===== config.mk =====
export PLATFORM = sky130hd
export DESIGN_NAME = shift_pipe
export DESIGN_NICKNAME = d
export VERILOG_FILES = /design/src/rtl/shift_pkg.sv /design/src/rtl/shift_pipe_stage.sv /design/src/rtl/shift_pipe.sv
export SDC_FILE = /design/constraint.sdc
export NUM_CORES = 1
export LEC_CHECK = 0
export BUFFER_PORTS_ARGS = -buffer_cell sky130_fd_sc_hd__buf_2
export CAP_MARGIN = 10
export CORE_MARGIN = 2
export CORE_UTILIZATION = 45
export DETAILED_ROUTE_END_ITERATION = 8
export SLEW_MARGIN = 15
export SYNTH_ARGS = -nofsm -noshare
export SYNTH_HDL_FRONTEND = slang
export SYNTH_HIERARCHICAL = 1
export SYNTH_SLANG_ARGS = --single-unit

===== constraint.sdc =====
create_clock -name clk -period 2 [get_ports clk]
set_clock_uncertainty 0.1 [all_clocks]
set_input_delay 0.4 -clock clk [delete_from_list [all_inputs] [get_ports clk]]
set_output_delay 0.4 -clock clk [all_outputs]
set_load 0.05 [all_outputs]

===== src/rtl/shift_pkg.sv =====
// Shared definitions for the pipelined barrel shifter: op-code constants,
// op-code width and a constant clog2 used to size the pipeline.
package shift_pkg;

  localparam int OP_W = 3;

  localparam logic [OP_W-1:0] OP_SLL = 3'b000;
  localparam logic [OP_W-1:0] OP_SRL = 3'b001;
  localparam logic [OP_W-1:0] OP_SRA = 3'b010;
  localparam logic [OP_W-1:0] OP_ROL = 3'b011;
  localparam logic [OP_W-1:0] OP_ROR = 3'b100;

  // Ceiling log2, usable in parameter/localparam expressions.
  function automatic int clog2(input int value);
    int r;
    int v;
    r = 0;
    v = value - 1;
    while (v > 0) begin
      r = r + 1;
      v = v >> 1;
    end
    return r;
  endfunction

endpackage


===== src/rtl/shift_pipe_stage.sv =====
// One barrel-shifter stage: shifts/rotates by DIST = 2^K when amount bit K
// is set, then registers the result with its sideband fields.
// Optional carry tracking is built only with SHIFT_PIPE_FLAGS_EN defined.
module shift_pipe_stage
  import shift_pkg::*;
#(
  parameter int WIDTH = 8,
  parameter int TAG_W = 4,
  parameter int AMT_W = 3,
  parameter int K     = 0
) (
  input  logic              clk,
  input  logic              rst,
  input  logic              flush,
  input  logic              in_valid,
  input  logic [WIDTH-1:0]  in_data,
  input  logic [AMT_W-1:0]  in_amt,
  input  logic [OP_W-1:0]   in_op,
  input  logic              in_sign,
  input  logic [TAG_W-1:0]  in_tag,
`ifdef SHIFT_PIPE_FLAGS_EN
  input  logic              in_carry,
`endif
  input  logic              next_ready,
  output logic              out_valid,
  output logic [WIDTH-1:0]  out_data,
  output logic [AMT_W-1:0]  out_amt,
  output logic [OP_W-1:0]   out_op,
  output logic              out_sign,
  output logic [TAG_W-1:0]  out_tag
`ifdef SHIFT_PIPE_FLAGS_EN
  ,
  output logic              out_carry
`endif
);

  localparam int DIST = 1 << K;

  logic [WIDTH-1:0] shifted;
  logic             ready;

  // This stage can take a new value when it is empty or its content moves on.
  assign ready = !out_valid || next_ready;

  // Shift/rotate mux by this stage's fixed distance; SRA fills with the
  // sign bit captured at pipe entry, not the current MSB.
  always_comb begin
    shifted = in_data;
    if (in_amt[K]) begin
      case (in_op)
        OP_SLL:  shifted = in_data << DIST;
        OP_SRL:  shifted = in_data >> DIST;
        OP_SRA:  shifted = {{DIST{in_sign}}, in_data[WIDTH-1:DIST]};
        OP_ROL:  shifted = {in_data[WIDTH-1-DIST:0], in_data[WIDTH-1:WIDTH-DIST]};
        OP_ROR:  shifted = {in_data[DIST-1:0], in_data[WIDTH-1:DIST]};
        default: shifted = in_data;
      endcase
    end
  end

`ifdef SHIFT_PIPE_FLAGS_EN
  logic carry_next;

  // Last bit shifted out: a shifting stage overwrites it, otherwise forward.
  always_comb begin
    carry_next = in_carry;
    if (in_amt[K]) begin
      case (in_op)
        OP_SLL, OP_ROL:         carry_next = in_data[WIDTH-DIST];
        OP_SRL, OP_SRA, OP_ROR: carry_next = in_data[DIST-1];
        default:                carry_next = in_carry;
      endcase
    end
  end
`endif

  // Stage register: flush drops the valid bit, a stall holds everything.
  always_ff @(posedge clk or posedge rst) begin
    if (rst) begin
      out_valid <= 1'b0;
      out_data  <= '0;
      out_amt   <= '0;
      out_op    <= '0;
      out_sign  <= 1'b0;
      out_tag   <= '0;
`ifdef SHIFT_PIPE_FLAGS_EN
      out_carry <= 1'b0;
`endif
    end else if (flush) begin
      out_valid <= 1'b0;
    end else if (ready) begin
      out_valid <= in_valid;
      out_data  <= shifted;
      out_amt   <= in_amt;
      out_op    <= in_op;
      out_sign  <= in_sign;
      out_tag   <= in_tag;
`ifdef SHIFT_PIPE_FLAGS_EN
      out_carry <= carry_next;
`endif
    end
  end

endmodule


===== src/rtl/shift_pipe.sv =====
// Pipelined barrel shifter (SLL/SRL/SRA/ROL/ROR, other op codes pass the
// operand through) with one register stage per shift-amount bit.
// Define SHIFT_PIPE_FLAGS_EN to add the out_carry/out_zero flag outputs.
//
// Handshake: a transfer happens on a rising edge where valid && ready.
// A stage is ready when it is empty or the stage after it is ready; the last
// stage's successor is out_ready, and in_ready is stage 0's ready. flush
// wins over both handshakes and empties every stage on the next edge.
module shift_pipe
  import shift_pkg::*;
#(
  parameter int WIDTH = 8,
  parameter int TAG_W = 4
) (
  input  logic              clk,
  input  logic              rst,
  input  logic              flush,
  input  logic              in_valid,
  output logic              in_ready,
  input  logic [OP_W-1:0]   in_op,
  input  logic [WIDTH-1:0]  in_a,
  input  logic [WIDTH-1:0]  in_b,
  input  logic [TAG_W-1:0]  in_tag,
  output logic              out_valid,
  input  logic              out_ready,
  output logic [WIDTH-1:0]  out_res,
  output logic [TAG_W-1:0]  out_tag
`ifdef SHIFT_PIPE_FLAGS_EN
  ,
  output logic              out_carry,
  output logic              out_zero
`endif
);

  localparam int STAGES = clog2(WIDTH);

  // Index k is the input of stage k; index k+1 is its registered output.
  logic [STAGES:0]     vld;
  logic [STAGES:0]     rdy;
  logic [WIDTH-1:0]    dat [STAGES+1];
  logic [STAGES-1:0]   amt [STAGES+1];
  logic [OP_W-1:0]     op  [STAGES+1];
  logic [STAGES:0]     sgn;
  logic [TAG_W-1:0]    tag [STAGES+1];
`ifdef SHIFT_PIPE_FLAGS_EN
  logic [STAGES:0]     cry;
`endif

  assign vld[0] = in_valid;
  assign dat[0] = in_a;
  assign amt[0] = in_b[STAGES-1:0];
  assign op[0]  = in_op;
  assign sgn[0] = in_a[WIDTH-1];
  assign tag[0] = in_tag;
`ifdef SHIFT_PIPE_FLAGS_EN
  assign cry[0] = 1'b0;
`endif

  // Ready chain derived from the registered valids, walked from the output back.
  always_comb begin
    rdy         = '0;
    rdy[STAGES] = out_ready;
    for (int k = STAGES - 1; k >= 0; k--) begin
      rdy[k] = !vld[k+1] || rdy[k+1];
    end
  end

  assign in_ready = rdy[0];

  for (genvar k = 0; k < STAGES; k++) begin : g_stage
    shift_pipe_stage #(
      .WIDTH (WIDTH),
      .TAG_W (TAG_W),
      .AMT_W (STAGES),
      .K     (k)
    ) u_stage (
      .clk        (clk),
      .rst        (rst),
      .flush      (flush),
      .in_valid   (vld[k]),
      .in_data    (dat[k]),
      .in_amt     (amt[k]),
      .in_op      (op[k]),
      .in_sign    (sgn[k]),
      .in_tag     (tag[k]),
`ifdef SHIFT_PIPE_FLAGS_EN
      .in_carry   (cry[k]),
`endif
      .next_ready (rdy[k+1]),
      .out_valid  (vld[k+1]),
      .out_data   (dat[k+1]),
      .out_amt    (amt[k+1]),
      .out_op     (op[k+1]),
      .out_sign   (sgn[k+1]),
      .out_tag    (tag[k+1])
`ifdef SHIFT_PIPE_FLAGS_EN
      ,
      .out_carry  (cry[k+1])
`endif
    );
  end

  assign out_valid = vld[STAGES];
  assign out_res   = dat[STAGES];
  assign out_tag   = tag[STAGES];

`ifdef SHIFT_PIPE_FLAGS_EN
  assign out_carry = cry[STAGES];
  // Qualified by valid so the flag reads 0 out of reset and when empty.
  assign out_zero  = vld[STAGES] && (dat[STAGES] == '0);
`endif

  // Fields that leave the last stage, and the ignored upper amount bits.
  logic unused_tail;
  assign unused_tail = ^{amt[STAGES], op[STAGES], sgn[STAGES], in_b};

endmodule


# [After elaboration in Yosys (flattened, before gate mapping)]
# Index checks and enable logic that the tools add are counted.
[totals] reg_bits=53 in_bits=28 output_inout_bits=14 wordCells=56
[op_classes] eq_ne=12 mux=12 bitwise=1 n_reduce_logical=16
[ops] operator="one-hot mux 8 bit (5 select lines)" n=2
[ops] operator="one-hot mux 8 bit (4 select lines)" n=1
[ops] operator="two-way mux 8 bit" n=3
[ops] operator="== test 3 x 2 -> 1 bit, second input constant" n=6
[ops] operator="== test 3 x 1 -> 1 bit, second input constant" n=3
[ops] operator="== test 3 bit, second input constant" n=3
[ops] operator="logical NOT 3 bit" n=3
[ops] operator="two-way mux 1 bit" n=6
[ops] operator="AND reduction 2 bit" n=3
[ops] operator="nonzero test 2 bit" n=3
[ops] operator="logical NOT 1 bit" n=3
[ops] operator="logical OR 1 bit" n=3
[ops] operator="OR reduction 2 bit" n=1
[ops] operator="inverter 1 bit" n=1

# [Logic depth before layout (Yosys ltp)]
[logic_depth] ltp_word=6 depth_mapped=7 ltp_nobuf=5

# [Cells and area by module]
# The synthesis kept the hierarchy.
[by_module_without_submodules] module="shift_pipe_stage at g_stage[0].u_stage" n_inst=1 cells_per_inst=120 area_per_inst_um2=1078.5 seq_area_each_um2=500.5
[by_module_without_submodules] module="shift_pipe_stage at g_stage[1].u_stage" n_inst=1 cells_per_inst=121 area_per_inst_um2=1061.0 seq_area_each_um2=500.5
[by_module_without_submodules] module="shift_pipe_stage at g_stage[2].u_stage" n_inst=1 cells_per_inst=82 area_per_inst_um2=977.2 seq_area_each_um2=500.5
[by_module_without_submodules] module="shift_pipe" n_inst=1 cells_per_inst=3 area_per_inst_um2=22.5 seq_area_each_um2=0.0

# [Worst setup path before layout]
# OpenSTA, ideal clock, no wires.
[synth_timing] path_kind="reg-to-output" startpoint="register g_stage[2].u_stage.out_valid" endpoint="output port in_ready" t_arrival_ns=1.287 t_required_ns=1.500 path_slack_ns=0.213 path_stages_with_launch=2 n_path_buf=0 path_cell_list="dfrtp_1 -> nand4b_1"
[synth_via] elab_chain_len=4
[synth_rtl] element="start: declaration" line="shift_pipe_stage.sv:25" text="output logic out_valid,"
[synth_rtl] element="start signal: assignment" line="shift_pipe_stage.sv:92" text="out_valid <= in_valid;"
[synth_rtl] element="logical NOT 1 bit" line="shift_pipe.sv:64" text="rdy[k] = !vld[k+1] || rdy[k+1];"
[synth_rtl] element="logical OR 1 bit (3 in series)" line="shift_pipe.sv:64"
[synth_rtl] element="end: declaration" line="shift_pipe.sv:19" text="output logic in_ready,"
# Every way passes these cells.

# [Final worst setup path]
[layout_timing] startpoint="register g_stage[2].u_stage.out_valid" endpoint="register g_stage[0].u_stage.out_data[7]"
[layout_via] elab_chain_len=5
[layout_rtl] element="logical NOT 1 bit" line="shift_pipe.sv:64"
[layout_rtl] element="logical OR 1 bit (2 in series)" line="shift_pipe.sv:64"
[layout_rtl] element="net rdy[1]" line="shift_pipe.sv:39" text="logic [STAGES:0] rdy;"
[layout_rtl] element="logical OR 1 bit" line="shift_pipe_stage.sv:43" text="assign ready = !out_valid || next_ready;"
[layout_rtl] element="AND reduction 2 bit (no source line)"
[layout_rtl] element="end signal: assignment" line="shift_pipe_stage.sv:93" text="out_data <= shifted;"
[layout_rtl] element="end: declaration" line="shift_pipe_stage.sv:26" text="output logic [WIDTH-1:0] out_data,"
# The timed path passes the listed nets, and every way through them passes these cells.
# A chain may end at the register's enable or synchronous reset.

==> metrics.yaml <==
global_routing:
  grt_pass1_wl_um: 10270
  grt_overflow_total: 0
  antenna_found_initial: 0
  grt_pass1_vias: 2078
  grt_max_degree: 28
  grt.total_usage: 0.1975
route:
  drtIter0Drc: 110
  drc: 0
  avgViaCountPerCell: 5.606
  dr.pass1.iters: 4
  ant_nets: 0
  wire_per_inst_um: 14.75
  wl_um: 6108
  vias: 2321
worst_setup_path:
  cp_cell_sequence: "nand3b_1 -> nor2b_1 -> buf_4 -> nor2_1 -> and2_1 -> a31oi_1"
  cpPeakStageDelay_ns: 0.50
  arrival_ns: 1.89
  cpLargestDelayFamily: "simple AND/OR/NAND/NOR gates"
  crit_path_end_kind: "register"
  critPathSlowestCell: "nor2_1"
  crit_required_ns: 2.09
  worst-path-buf-inv: 1
  worstSetupPathType: "reg2reg"
  r2r_slack_ns: 0.20
  crit_path_max_fanout: 11
  start_kind: "register"
sta:
  period_needed_ns: 1.799
  rsz0062_at_grt: "no"
  hold_violations: 0
  slew-limit-headroom: 0.5230
  fmax_mhz: 555.9
  setup_violations: 0
  post-route-period-util: 0.8994
  slew_viol_final: 0
  tightest_slew_ns: 0.7148
  fin_tns_setup_ns: 0
layout:
  nNetsFinal: 366
  register_area_um2: 1251
  final_cell_mix: "nand2_1 (66), dfrtp_1 (50), buf_2 (36), o221ai_1 (16), nor2_1 (15)"
  fin_area_um2: 3131
  nFillCells: 586
  final_util: 0.5256
  multi_input_area_um2: 1404
  area_growth_pct: 12.45
  antenna_cells: 0
  layout_commonest_cell: "nand2_1"
  drive_above_1_share: 0.2153
clock_tree:
  cts_setup_buffers: 0
  cts_buffers: 5
  cts_tree: "done"
  cts_max_level: 2
  hold_buffers: 0
  cts_root_buffer: "clkbuf_8"
  clk_latency_ns: 0.31
  post_cts_resized: 0
  clock_path_buffers: 2
  clock-sinks: 50
  path_clk_slew_ns: 0.10
place:
  gp_congestion: 0.8388
  post_dp_cell_area_um2: 3038
  numPortBuffers: 36
  place.detailed.hpwl_um: 4639
power_and_ir_drop:
  ir_drop_mv: 0.4159
  leakage_nw: 1.389
  powerDensity_nw_per_um2: 847.3
logic_synthesis:
  synth_nets: 332
  yosysWarningCount: 6
  synthCells: 304
  netlist_area_um2: 2784
  synth.avg_cell_area_um2: 9.158
die:
  coreArea_um2: 5956
  rows: 28
  fp.dieH_um: 82.66
  dieWidth_um: 82.66
  design.die.area_um2: 6832
  initial_core_util: 0.4674
  num_io_pins: 42
flow_run:
  cap_violations: 0
outcome:
  status: "completed"
hold_path:
  worstHoldPathType: "in2async"
==> layer usage <==
metal	part of all wire	GRT usage	vias up	wire (um)
li1	-	-	1193	-
met1	0.48	0.2637	1079	2951
met2	0.47	0.3258	40	2878
met3	0.030	0.03804	9	183
met4	0.016	0.05902	0	95
met5	0	0	-	0
==> flip-flops by register name, indices dropped and copies added (netlist names) <==
signal                     count
g_stage.u_stage/out_data      24
g_stage.u_stage/out_amt        3
g_stage.u_stage/out_valid      3
g_stage.u_stage/out_op         6
g_stage.u_stage/out_tag       12
g_stage.u_stage/out_sign       2
==> where the power goes <==
group	switching [mW]	leakage [nW]	total, mW	internal [mW]
Combinational	0.481	0.751	0.753	0.272
Sequential	0.141	0.597	1.30	1.16
Clock	0.347	0.0408	0.598	0.250
==> through the flow <==
step / setup slack [ns] / cells / total power [mW] / hold WS [ns]
after CTS: 0.1956 / 414 / 2.679 / 0.03039
final: 0.2012 / 414 / 2.652 / 0.03034
after global placement: 0.07955 / 406 / 2.067 / 0.3612
after global routing: 0.04842 / 414 / 2.822 / 0.05236
after floorplan: 0.2132 / 304 / 1.872 / 0.1770
after detailed placement: 0.1217 / 406 / 2.077 / 0.3601
==> final timing paths <==
| check | from | end | cells past startpoint |
|---|---|---|---|
| worst max-delay path | g_stage[2].u_stage/out_valid$_DFFE_PP0P_ | g_stage[0].u_stage/out_data[7]$_DFFE_PP0P_ | 6 |
| worst min register to register | g_stage[1].u_stage/out_tag[0]$_DFFE_PP0P_ | g_stage[1].u_stage/out_tag[0]$_DFFE_PP0P_ | 2 |
| max in group asynchronous | rst | g_stage[0].u_stage/out_valid$_DFFE_PP0P_ | 2 |
| min in group clk | in_b[2] | g_stage[0].u_stage/out_amt[2]$_DFFE_PP0P_ | 3 |
| worst min-delay path | rst | g_stage[2].u_stage/out_tag[0]$_DFFE_PP0P_ | 2 |
| worst max register to register | g_stage[2].u_stage/out_valid$_DFFE_PP0P_ | g_stage[0].u_stage/out_data[7]$_DFFE_PP0P_ | 6 |
==> layout make-up <==
| cell class | instances | share of cell area |
|---|---|---|
| Sequential cell | 50 | 0.3997 |
| Clock inverter | 3 | 0.007594 |
| Multi-Input combinational cell | 227 | 0.4484 |
| Inverter | 7 | 0.008393 |
| Tap cell | 75 | 0.02998 |
| Timing Repair Buffer | 47 | 0.08393 |
| Clock buffer | 5 | 0.02198 |
==> worst reg2reg max path, stage by stage, from the launching register on <==
cell	delay, ns
dfrtp_1	0.44
nand3b_1	0.12
nor2b_1	0.05
buf_4	0.15
nor2_1	0.50
and2_1	0.24
a31oi_1	0.07
No activity file was read; power rests on OpenSTA's default activity.
